`src/rtl/ir_queue_if.sv`:
```
// Bus bundle for the instruction prefetch queue.
// The master modport is the fetch/decode side. The slave modport is the queue itself.
interface ir_queue_if #(
    parameter int WIDTH = 8,
    parameter int DEPTH = 4
);
    localparam int CW = $clog2(DEPTH) + 1;

    logic [WIDTH-1:0] IQ_in;
    logic             IQ_we;
    logic             IQ_ld;
    logic             IQ_flush;
    logic [WIDTH-1:0] IQ_out;
    logic             IQ_out_valid;
    logic             IQ_full;
    logic             IQ_empty;
    logic [CW-1:0]    IQ_count;
    logic             IQ_ovf;

    modport master (
        output IQ_in, IQ_we, IQ_ld, IQ_flush,
        input  IQ_out, IQ_out_valid, IQ_full, IQ_empty, IQ_count, IQ_ovf
    );

    modport slave (
        input  IQ_in, IQ_we, IQ_ld, IQ_flush,
        output IQ_out, IQ_out_valid, IQ_full, IQ_empty, IQ_count, IQ_ovf
    );
endinterface

```
`src/rtl/ir_queue.sv`:
```
// Instruction prefetch FIFO feeding a held output instruction register.
// Flush discards queued words but leaves the last loaded instruction visible.
module ir_queue #(
    parameter int WIDTH = 8,
    parameter int DEPTH = 4
) (
    input  logic          IQ_clk,
    input  logic          IQ_rst_n,
    ir_queue_if.slave     bus
);
    localparam int CW = $clog2(DEPTH) + 1;
    localparam int AW = $clog2(DEPTH);

    logic [WIDTH-1:0] mem [DEPTH];

    logic [AW-1:0]    rptr_q, rptr_d;
    logic [AW-1:0]    wptr_q, wptr_d;
    logic [CW-1:0]    count_q, count_d;
    logic [WIDTH-1:0] out_q, out_d;
    logic             out_valid_q, out_valid_d;
    logic             ovf_q, ovf_d;

    logic full, empty, pop, push;

    assign full  = (count_q == CW'(DEPTH));
    assign empty = (count_q == '0);

    // Flush wins over everything. A pop frees a slot, so a push is legal on the same edge.
    assign pop  = ~bus.IQ_flush & bus.IQ_ld & ~empty;
    assign push = ~bus.IQ_flush & bus.IQ_we & (~full | pop);

    always_comb begin
        rptr_d      = rptr_q;
        wptr_d      = wptr_q;
        count_d     = count_q;
        out_d       = out_q;
        out_valid_d = out_valid_q;
        ovf_d       = ovf_q;

        if (bus.IQ_flush) begin
            rptr_d      = '0;
            wptr_d      = '0;
            count_d     = '0;
            out_valid_d = 1'b0;
            ovf_d       = 1'b0;
        end else begin
            if (pop) begin
                out_d       = mem[rptr_q];
                out_valid_d = 1'b1;
                rptr_d      = rptr_q + 1'b1;
            end
            if (push) begin
                wptr_d = wptr_q + 1'b1;
            end
            if (bus.IQ_we && !push) begin
                ovf_d = 1'b1;
            end
            if (push && !pop) begin
                count_d = count_q + 1'b1;
            end else if (pop && !push) begin
                count_d = count_q - 1'b1;
            end
        end
    end

    always_ff @(posedge IQ_clk or negedge IQ_rst_n) begin
        if (!IQ_rst_n) begin
            rptr_q      <= '0;
            wptr_q      <= '0;
            count_q     <= '0;
            out_q       <= '0;
            out_valid_q <= 1'b0;
            ovf_q       <= 1'b0;
        end else begin
            rptr_q      <= rptr_d;
            wptr_q      <= wptr_d;
            count_q     <= count_d;
            out_q       <= out_d;
            out_valid_q <= out_valid_d;
            ovf_q       <= ovf_d;
        end
    end

    // Storage has no reset so it can map onto distributed/block RAM.
    always_ff @(posedge IQ_clk) begin
        if (push) begin
            mem[wptr_q] <= bus.IQ_in;
        end
    end

    assign bus.IQ_out       = out_q;
    assign bus.IQ_out_valid = out_valid_q;
    assign bus.IQ_full      = full;
    assign bus.IQ_empty     = empty;
    assign bus.IQ_count     = count_q;
    assign bus.IQ_ovf       = ovf_q;
endmodule

```
`src/flat_wrapper.sv`:
```
// flat-port wrapper written by rule: the top's interface ports become plain ports
module ir_queue_flat 
#(
    parameter int WIDTH = 8,
    parameter int DEPTH = 4
)
  (IQ_clk, IQ_rst_n, bus_IQ_in, bus_IQ_we, bus_IQ_ld, bus_IQ_flush, bus_IQ_out, bus_IQ_out_valid, bus_IQ_full, bus_IQ_empty, bus_IQ_count, bus_IQ_ovf);
  ir_queue_if #(.WIDTH(WIDTH), .DEPTH(DEPTH)) bus_i ();
  input  logic IQ_clk;
  input  logic IQ_rst_n;
  input wire logic [$bits(bus_i.IQ_in)-1:0] bus_IQ_in;
  input wire logic [$bits(bus_i.IQ_we)-1:0] bus_IQ_we;
  input wire logic [$bits(bus_i.IQ_ld)-1:0] bus_IQ_ld;
  input wire logic [$bits(bus_i.IQ_flush)-1:0] bus_IQ_flush;
  output wire logic [$bits(bus_i.IQ_out)-1:0] bus_IQ_out;
  output wire logic [$bits(bus_i.IQ_out_valid)-1:0] bus_IQ_out_valid;
  output wire logic [$bits(bus_i.IQ_full)-1:0] bus_IQ_full;
  output wire logic [$bits(bus_i.IQ_empty)-1:0] bus_IQ_empty;
  output wire logic [$bits(bus_i.IQ_count)-1:0] bus_IQ_count;
  output wire logic [$bits(bus_i.IQ_ovf)-1:0] bus_IQ_ovf;
  assign bus_i.IQ_in = bus_IQ_in;
  assign bus_i.IQ_we = bus_IQ_we;
  assign bus_i.IQ_ld = bus_IQ_ld;
  assign bus_i.IQ_flush = bus_IQ_flush;
  assign bus_IQ_out = bus_i.IQ_out;
  assign bus_IQ_out_valid = bus_i.IQ_out_valid;
  assign bus_IQ_full = bus_i.IQ_full;
  assign bus_IQ_empty = bus_i.IQ_empty;
  assign bus_IQ_count = bus_i.IQ_count;
  assign bus_IQ_ovf = bus_i.IQ_ovf;
  ir_queue #(.WIDTH(WIDTH), .DEPTH(DEPTH)) u_core (.IQ_clk(IQ_clk), .IQ_rst_n(IQ_rst_n), .bus(bus_i));
endmodule
```
`config.mk`:
```
export PLATFORM = sky130hd
export DESIGN_NAME = ir_queue_flat
export DESIGN_NICKNAME = d
export VERILOG_FILES = /design/src/rtl/ir_queue_if.sv /design/src/rtl/ir_queue.sv /design/src/flat_wrapper.sv
export SDC_FILE = /design/constraint.sdc
export NUM_CORES = 1
export LEC_CHECK = 0
export ABC_AREA = 1
export CORE_ASPECT_RATIO = 0.9
export CORE_MARGIN = 2
export CORE_UTILIZATION = 52
export CTS_CLUSTER_SIZE = 40
export DETAILED_ROUTE_END_ITERATION = 12
export PLACE_DENSITY = 0.76
export SYNTH_ARGS = -nofsm -noshare
export SYNTH_HDL_FRONTEND = slang
export SYNTH_SLANG_ARGS = --single-unit
```
`constraint.sdc`:
```
create_clock -name IQ_clk -period 3.7 [get_ports IQ_clk]
set_input_delay 0.74 -clock IQ_clk [delete_from_list [all_inputs] [get_ports IQ_clk]]
set_output_delay 0.74 -clock IQ_clk [all_outputs]
set_load 0.05 [all_outputs]
```
==> impl_results.rst <==
.. list-table::
   :header-rows: 1

   * - Metric
     - Value
   * - Worst-path maximum fanout
     - 4
   * - Cell family contributing the most delay on the critical path
     - buffers and inverters
   * - Timing-limited maximum frequency
     - between 0.3 and 0.4 GHz
   * - Number of buffers added by the clock tree synthesis step
     - 5
   * - Final Power
     - approximately 1.8 mW
   * - Global Route Usage Sum
     - 0.1758
   * - Number of DRC markers after the initial detailed-route iteration
     - 98
   * - Data arrival, critical path
     - between 1500 and 2000 ps
   * - Filler instances
     - 325
   * - Boundary Pins
     - 28
   * - Number of nets in the finished design
     - 240
   * - Worst setup margin
     - 1066 ps
   * - Half-perimeter wire length after detailed placement
     - 2.505 mm
   * - Worst clock skew
     - 8.342 ps
   * - Placed Cells
     - between 200 and 300
   * - Post-CTS Setup Inserts
     - 0
   * - Final cell count without fillers
     - about 270
   * - Routability Congestion
     - around 0.76
   * - Vias per cell
     - about 5.1
   * - Clock latency on the worst-skew pair
     - 300 ps
   * - Setup repair after global routing missed its margin
     - false
   * - Diodes inserted
     - 0
   * - Clock slew seen by the registers of the worst setup and hold paths
     - 90 ps
   * - Share of layout cells above drive strength 1
     - 0.1345
   * - Level count of the clock H-tree
     - 2
   * - Number of antenna violations at the first check in global routing
     - 0
   * - Kind of start point of the critical path
     - register
   * - Outcome
     - finished clean
   * - Post-synthesis instance area
     - between 0.002 and 0.0025 mm^2
   * - Syn_nets
     - 209
   * - Max-cap violations
     - 0
   * - Peak VDD IR
     - ~0.36 mV
   * - Rel. slew slack
     - 0.4552
   * - Endpoint type of the worst setup path
     - output port
   * - Count of port buffers added during placement
     - 27
   * - CTS Hold Bufs
     - 0
   * - Number of register bits inferred by synthesis
     - 49
   * - Maximum clock insertion buffer count
     - 2
   * - Y dimension of the die
     - between 60 and 70 um
   * - List of cells traversed by the critical path
     - nor2_4 -> nand2_2 -> inv_2 -> clkdlybuf4s50_1
   * - Post-detailed-route wirelength per cell
     - between 10 and 15 um
   * - Total clock sinks
     - 49
   * - Standard-cell row count
     - 22
   * - Total negative slack
     - 0 ps
   * - CTS tree
     - done
   * - Share of synthesized area occupied by flip-flops and latches
     - 0.6461
   * - Final Hold Viols
     - 0
   * - Overall overflow remaining after global route
     - 0
   * - Final WL
     - roughly 3.6 mm
   * - Core area
     - roughly 0.0040 mm^2
   * - Wire length of the first global-routing pass
     - about 6 mm
   * - Slew at the pin with the worst max-slew slack
     - 814.7 ps
   * - Clock root buffer
     - clkbuf_8
   * - Fin. max-slew vios
     - 0
   * - Count of TritonRoute iterations in the first routing pass
     - 4
   * - Vias after detailed routing
     - 1373
   * - Post-route fraction of the period consumed by the critical path
     - 0.7118
   * - Yosys synthesis warning count
     - 0
   * - Slowest-stage cell, CP
     - clkdlybuf4s50_1
   * - Max incr delay on CP
     - about 800 ps
   * - Initial Utilization
     - 0.5339
   * - Min Clock Period, post-route
     - around 2600 ps
   * - Post-synthesis cell count
     - about 190
   * - Syn avg cell area
     - 11.23 um^2
   * - Worst path buffer plus inverter count
     - 2
   * - Leakage
     - between 1 and 1.5 nW
   * - Horiz. Die Dim
     - between 70 and 80 um
   * - Number of gates given a new drive strength after cts
     - 0
   * - Type of the most critical hold path
     - register to register
   * - Post-detailed-route count of antenna-violating nets
     - 0
   * - Final setup fails
     - 0
   * - Via count of the first global-routing pass
     - 1273
   * - Critical Path RT
     - 2960 ps
   * - Layout overhead on the synthesized area
     - 18.19%
   * - Synth cell types
     - 27
   * - Start-to-end type of the worst setup path
     - register to output port
   * - Number of design rule violations left after detail routing
     - 0
   * - Pwr Density
     - approximately 720 mW/mm^2
   * - WHS
     - approximately 500 ps
   * - Maximum number of pins on one net before global-route repair
     - 20
   * - Die Footprint
     - 0.004657 mm^2
   * - Pre-CTS worst setup slack
     - roughly 1000 ps
cell usage after synthesis:
cell type | number | share of area
dfrtp_1 | 17 | 0.20
o21ai_0 | 14 | 0.033
nor2_1 | 44 | 0.077
nand4_1 | 1 | 0.0029
a21oi_2 | 1 | 0.0041
nand2_8 | 1 | 0.0093
nand2_2 | 4 | 0.012
buf_2 | 2 | 0.0047
inv_1 | 15 | 0.026
nand2_1 | 20 | 0.035
a31oi_1 | 9 | 0.026
o21ai_2 | 2 | 0.0082
buf_4 | 1 | 0.0035
clkbuf_1 | 1 | 0.0017
nand2_4 | 2 | 0.010
nand3_1 | 3 | 0.0070
fa_1 | 1 | 0.0093
buf_12 | 1 | 0.0093
edfxtp_1 | 32 | 0.45
nor2_2 | 2 | 0.0058
nor2_4 | 2 | 0.010
inv_8 | 1 | 0.0052
o31ai_1 | 1 | 0.0035
inv_2 | 5 | 0.0087
o21ai_1 | 4 | 0.0093
ha_1 | 4 | 0.023
nand3_4 | 1 | 0.0082
registers in the layout, summed over array words and instances (netlist names):
name                     flops
u_core.bus.IQ_count          3
u_core.bus.IQ_out            8
u_core.bus.IQ_out_valid      1
u_core.bus.IQ_ovf            1
u_core.mem                  32
u_core.rptr_q                2
u_core.wptr_q                2
through the flow:
stage / util / instance area (um^2)
final: 0.6311 / 2536
after global routing: 0.6311 / 2536
after CTS: 0.6311 / 2536
after detailed placement: 0.6096 / 2450
after global placement: 0.6096 / 2450
after floorplan: - / 2146
path summary, 6_finish.rpt:
| kind | start | endpoint | slack (ps) | cells past startpoint |
|---|---|---|---|---|
| setup / recovery | u_core.bus.IQ_count[0] | bus_IQ_full | 1070 | 4 |
| hold / removal | u_core.bus.IQ_out_valid | u_core.bus.IQ_out_valid | 500 | 2 |
| setup reg to reg | u_core.bus.IQ_count[0] | u_core.bus.IQ_count[2] | 1920 | 13 |
| hold reg to reg | u_core.bus.IQ_out_valid | u_core.bus.IQ_out_valid | 500 | 2 |
| max in group asynchronous | IQ_rst_n | u_core.bus.IQ_out[1] | 2290 | 1 |
| min in group asynchronous | IQ_rst_n | u_core.bus.IQ_out_valid | 900 | 1 |
power by group:
group / internal [mW] / total, mW / switching (mW) / leakage [nW]
Clock: 0.135 / 0.313 / 0.178 / 0.0456
Sequential: 0.674 / 0.751 / 0.0774 / 0.498
Combinational: 0.252 / 0.754 / 0.502 / 0.464
Total: 1.06 / 1.82 / 0.758 / 1.01
metal layers:
layer	GRT usage	wire length [um]	vias up
met4	0.06368	59	0
met5	0	0	-
met2	0.2870	1738	27
met1	0.2226	1631	640
li1	-	-	700
met3	0.05288	151	6
logic make-up (layout without fill, tap and decap cells):
| group | count (synthesis) | after routing | synth area share |
|---|---|---|---|
| adders and majority gates | 5 | 5 | 0.03265 |
| buffers and inverters | 26 | 58 | 0.05947 |
| DFF | 49 | 49 | 0.6461 |
| AOI/OAI and AO/OA | 31 | 31 | 0.08397 |
| and+or+nand+nor | 80 | 80 | 0.1778 |
cells in the final DEF, fill, tap and decap left out:
master	synthesis	layout
ha_1	4	4
edfxtp_1	32	32
o21ai_1	4	4
a31oi_1	9	9
clkbuf_8	0	5
nand4_1	1	1
inv_2	5	5
nor2_1	44	44
nand2_8	1	1
o21ai_2	2	2
o31ai_1	1	1
a21oi_2	1	1
clkinv_2	0	1
buf_4	1	2
nor2_2	2	2
nand2_4	2	2
inv_6	0	1
nand3_4	1	1
dfrtp_1	17	17
inv_8	1	1
clkbuf_1	1	1
nand2_2	4	4
nor2_4	2	2
o21ai_0	14	14
nand2_1	20	20
inv_1	15	15
fa_1	1	1
nand3_1	3	3
clkdlybuf4s50_1	0	27
tightest hold or removal path, cell delays in order (launching register included):
cell     delay, ps
dfrtp_1        350
nand2_1         50
nand2_1         60
final cells by class:
class,instances,area [um^2],area share
timing repair buffer,29,285.3,0.1125
inverter,21,86.33,0.03404
clock inverter,2,13.76,0.005427
tap,48,60.06,0.02368
sequential,49,1386,0.5466
multi-input combinational,116,631.9,0.2491
clock buffer,6,72.57,0.02861
(Power assumes the default switching activity.)
